`config.mk`:
```
export PLATFORM = sky130hd
export DESIGN_NAME = ioram_port_arbiter
export DESIGN_NICKNAME = d
export VERILOG_FILES = /design/src/rtl/ioram_port_arbiter.sv
export SDC_FILE = /design/constraint.sdc
export NUM_CORES = 1
export LEC_CHECK = 0
export CAP_MARGIN = 5
export CORE_MARGIN = 1
export CORE_UTILIZATION = 50
export DETAILED_ROUTE_END_ITERATION = 12
export DONT_BUFFER_PORTS = 1
export GPL_ROUTABILITY_DRIVEN = 0
export PLACE_DENSITY = 0.7
export SKIP_CTS_REPAIR_TIMING = 1
export SLEW_MARGIN = 20
export SYNTH_ARGS = -nofsm -noshare
export SYNTH_HDL_FRONTEND = slang
export SYNTH_SLANG_ARGS = --single-unit
```
`constraint.sdc`:
```
create_clock -name clk -period 2.2 [get_ports clk]
set_clock_uncertainty 0.1 [all_clocks]
set_input_delay 0.66 -clock clk [delete_from_list [all_inputs] [get_ports clk]]
set_output_delay 0.66 -clock clk [all_outputs]
set_load 0.02 [all_outputs]
```
`src/rtl/ioram_port_arbiter.sv`:
```
// Single-port IORAM arbiter between the CPU memory stage and the VGA scanout reader.
// CPU has priority; a run-length counter forces one VGA grant after MAX_CPU_RUN CPU grants.
module ioram_port_arbiter #(
    parameter int ADDR_W      = 14,
    parameter int DATA_W      = 8,
    parameter int MAX_CPU_RUN = 4
) (
    input  logic              clk,
    input  logic              rst,
    input  logic              cpu_req,
    input  logic              cpu_we,
    input  logic [ADDR_W-1:0] cpu_addr,
    input  logic [DATA_W-1:0] cpu_wdata,
    output logic              cpu_stall,
    output logic [DATA_W-1:0] cpu_rdata,
    output logic              cpu_rvalid,
    input  logic              vga_req,
    input  logic [ADDR_W-1:0] vga_addr,
    output logic [DATA_W-1:0] vga_rdata,
    output logic              vga_rvalid,
    output logic [ADDR_W-1:0] ram_addr,
    output logic              ram_we,
    output logic [DATA_W-1:0] ram_wdata,
    input  logic [DATA_W-1:0] ram_rdata
);

    localparam int CNT_W = 4;
    localparam logic [CNT_W-1:0] RUN_MAX = CNT_W'(MAX_CPU_RUN);

    typedef enum logic [1:0] {
        OWN_NONE = 2'd0,
        OWN_CPU  = 2'd1,
        OWN_VGA  = 2'd2
    } owner_t;

    owner_t            rd_owner_reg, rd_owner_next;
    logic [CNT_W-1:0]  run_cnt_reg, run_cnt_next;
    logic              force_vga, gnt_cpu, gnt_vga;
    logic [DATA_W-1:0] cpu_rdata_reg, vga_rdata_reg;
    logic              cpu_rvalid_reg, vga_rvalid_reg;

    always_comb begin
        force_vga = vga_req & (run_cnt_reg == RUN_MAX);
        gnt_cpu   = cpu_req & ~force_vga;
        gnt_vga   = vga_req & ~gnt_cpu;
    end

    // State register: read owner for the data returning next cycle, plus CPU run length.
    always_ff @(posedge clk or posedge rst) begin
        if (rst) begin
            rd_owner_reg <= OWN_NONE;
            run_cnt_reg  <= '0;
        end else begin
            rd_owner_reg <= rd_owner_next;
            run_cnt_reg  <= run_cnt_next;
        end
    end

    always_comb begin
        rd_owner_next = OWN_NONE;
        if (gnt_cpu && !cpu_we) begin
            rd_owner_next = OWN_CPU;
        end else if (gnt_vga) begin
            rd_owner_next = OWN_VGA;
        end

        run_cnt_next = '0;
        if (gnt_cpu && vga_req) begin
            run_cnt_next = (run_cnt_reg == RUN_MAX) ? run_cnt_reg : run_cnt_reg + 1'b1;
        end
    end

    // Write enable is additionally gated by rst so nothing lands in RAM while reset is held.
    always_comb begin
        cpu_stall = cpu_req & ~gnt_cpu;
        ram_addr  = '0;
        ram_we    = 1'b0;
        ram_wdata = '0;
        if (gnt_cpu) begin
            ram_addr  = cpu_addr;
            ram_we    = cpu_we & ~rst;
            ram_wdata = cpu_wdata;
        end else if (gnt_vga) begin
            ram_addr  = vga_addr;
        end
    end

    always_ff @(posedge clk or posedge rst) begin
        if (rst) begin
            cpu_rdata_reg  <= '0;
            vga_rdata_reg  <= '0;
            cpu_rvalid_reg <= 1'b0;
            vga_rvalid_reg <= 1'b0;
        end else begin
            cpu_rvalid_reg <= (rd_owner_reg == OWN_CPU);
            vga_rvalid_reg <= (rd_owner_reg == OWN_VGA);
            if (rd_owner_reg == OWN_CPU) begin
                cpu_rdata_reg <= ram_rdata;
            end
            if (rd_owner_reg == OWN_VGA) begin
                vga_rdata_reg <= ram_rdata;
            end
        end
    end

    assign cpu_rdata  = cpu_rdata_reg;
    assign cpu_rvalid = cpu_rvalid_reg;
    assign vga_rdata  = vga_rdata_reg;
    assign vga_rvalid = vga_rvalid_reg;

endmodule

```
==> flow_summary.yaml, run 1 <==
status:
  outcome: "finished with violations"
  violations: "negative setup slack"
synthesis:
  ys.flop_type: "dfrtp_1"
  yosys-top-cells-count: "dfrtp_1, mux2_2, nand3_1"
  yosysTopAreaCellShare: 0.4738
  synth.most_common_cell: "dfrtp_1"
  yosys_warnings: 0
  synth_area_leaders: "dfrtp_1, mux2_2, o21ai_2"
  synth_cells: 123
  syn-num-nets: 174
  yosysUniqueCellTypes: 21
  synth_seq_cells: 24
  synthArstFlopShare: 1.000
  ys_seq_area_frac: 0.4738
  syn_area_per_cell_um2: 10.30
  synth_area_mm2: 0.001267
  synth_enable_flop_cells: 0
  yosysTopAreaCell: "dfrtp_1"
global_routing:
  grt_pass1_vias: 784
  antenna_found_initial: 0
  grt_max_degree: 27
  grt_pass1_wl_um: 3567
  overflow: 0
  gr-usage-all-layers: 0.1817
place:
  placed_cell_area_mm2: 0.001325
  dp.cells: 150
  portBuffers: 0
  post-place-ws_ns: 0.06464
  post-dp-hpwl_um: 1824
cells_and_area:
  area_growth_pct: 14.02
  drive_above_1_share: 0.3721
  n_antenna_cell: 0
  seq_area_um2: 600.6
  finalInstanceArea_mm2: 0.001445
  fillCellCount: 211
  final_nets: 182
  layout.cells.non_filler: 157
  multi_input_area_um2: 670.6
  utilization: 0.6291
floorplan:
  rows: 17
  initial_utilization: 0.5517
  core_mm2: 0.002297
  fp.dieW_um: 52.35
  dieArea_mm2: 0.002741
  dieHeight_um: 52.35
  ios: 91
setup_path:
  path_buf_inv: 2
  worst-setup-path-type: "register to output port"
  arrival_ns: 1.65
  startpoint_type: "register"
  crit_path_cell_trace: "inv_1, ha_2, nand4b_4, and2_4, buf_6, o21ai_4"
  end_kind: "output port"
  crit_path_max_fanout: 8
  cpMaxStageDelayCell: "dfrtp_1"
  required_ns: 1.44
  cp_slowest_stage_delay_ns: 0.42
  path_delay_family: "flip-flops"
clock_network:
  cts_tree: "built"
  cts_inserted_buffers: 3
  clock_latency_ns: 0.30
  clkTransAtPathRegs_ns: 0.12
  htreeDepth: 1
  clockBufferDepth: 2
  cts.sink_count: 24
  root_buffer: "clkbuf_4"
timing:
  setup_tns_ns: -3.013
  hold_viol: 0
  whs_ns: 0.1913
  max_freq_ghz: 0.4156
  fin_crit_sh: 1.094
  tightestPinTransition_ns: 0.4405
  slew_headroom: 0.7063
  finalWorstSetupSlack_ns: -0.2063
  setup_viol: 24
  slew_viol_final: 0
  rsz0062_at_grt: "yes"
  fin_crit_ns: 2.406
power_and_ir_drop:
  ir_worst_vdd_uv: 625.7
  power.total_mw: 0.9820
  power_density_mw_per_mm2: 679.5
  leakagePower_nw: 0.6799
route:
  via_per_inst: 6.229
  first_pass_iters: 5
  ant_nets: 0
  wire_per_inst_um: 16.83
  drt_iter0_markers: 7
  wl_um: 2643
  vias: 978
  drcViolationCount: 0
worst_hold_path:
  hold_path_class: "input pin to asynchronous set/reset pin"
flow_run:
  max_cap_violations: 0
per-layer routing:
| layer | global-route usage | part of all wire | vias to the layer above |
|---|---|---|---|
| li1 | - | - | 434 |
| met4 | 0.03947 | 0.016 | 0 |
| met2 | 0.3249 | 0.53 | 68 |
| met5 | 0 | 0 | - |
| met1 | 0.2056 | 0.37 | 470 |
| met3 | 0.06377 | 0.090 | 6 |
cell families after synthesis:
kind of cell,share of synthesized area
xor gates and xnor gates,0.01382
DFF,0.4738
AOI/OAI and AO/OA,0.08489
buffers and inverters,0.05330
and+or+nand+nor,0.2123
adders and majority gates,0.01974
muxes,0.1421
report_power, final:
part / leakage [nW] / internal, mW / total [mW] / switching [mW]
clock: 0.0138 / 0.0638 / 0.180 / 0.116
combinational: 0.372 / 0.0893 / 0.196 / 0.106
sequential: 0.294 / 0.499 / 0.606 / 0.107
path summary, 6_finish.rpt:
path	slack (ns)	cells past startpoint	from	to
worst max-delay path	-0.21	6	run_cnt_reg[0]$_DFFE_PP0P_	ram_addr[0]
worst min-delay path	0.19	2	rst	cpu_rdata[1]$_DFFE_PP0P_
worst max register to register	0.74	5	run_cnt_reg[0]$_DFFE_PP0P_	run_cnt_reg[1]$_DFFE_PP0P_
worst min register to register	0.47	2	run_cnt_reg[0]$_DFFE_PP0P_	run_cnt_reg[0]$_DFFE_PP0P_
max in group asynchronous	1.58	2	rst	vga_rdata[0]$_DFFE_PP0P_
min in group clk	0.31	1	cpu_we	rd_owner_reg[0]$_DFF_PP0_
placed cells by master (no fill, tap or decap):
cell type and count:
buf_8 1, clkbuf_4 3, o21ai_4 7, and3_2 2, clkinvlp_4 1, dfrtp_1 24, nand2b_1 1, o21ai_2 3
and2_1 1, and3_4 1, buf_6 1, xnor2_1 1, mux2_2 16, buf_4 9, nand4b_4 1, nor2b_1 1
xor2_1 1, o21ai_1 4, nand3_1 16, and3_1 7, inv_1 4, and2_4 2, nor2_1 5, ha_2 1
nand2_1 15, ha_1 1
layout make-up:
type / instances / area share
clock buffers: 3 / 0.01558
inverters: 5 / 0.01558
multi-input cells: 86 / 0.4641
flip-flops and latches: 24 / 0.4156
well taps: 28 / 0.02424
repair buffers: 11 / 0.06493
(Power assumes the default switching activity.)
==> run 2: changes to the inputs <==
--- a/config.mk
+++ b/config.mk
@@ -10,7 +10,7 @@
 export CORE_UTILIZATION = 50
 export DETAILED_ROUTE_END_ITERATION = 12
 export DONT_BUFFER_PORTS = 1
-export GPL_ROUTABILITY_DRIVEN = 0
+export GPL_ROUTABILITY_DRIVEN = 1
 export PLACE_DENSITY = 0.7
 export SKIP_CTS_REPAIR_TIMING = 1
 export SLEW_MARGIN = 20
==> results of run 2 <==
No change in the layout: final DEF, timing and power equal those of run 1.
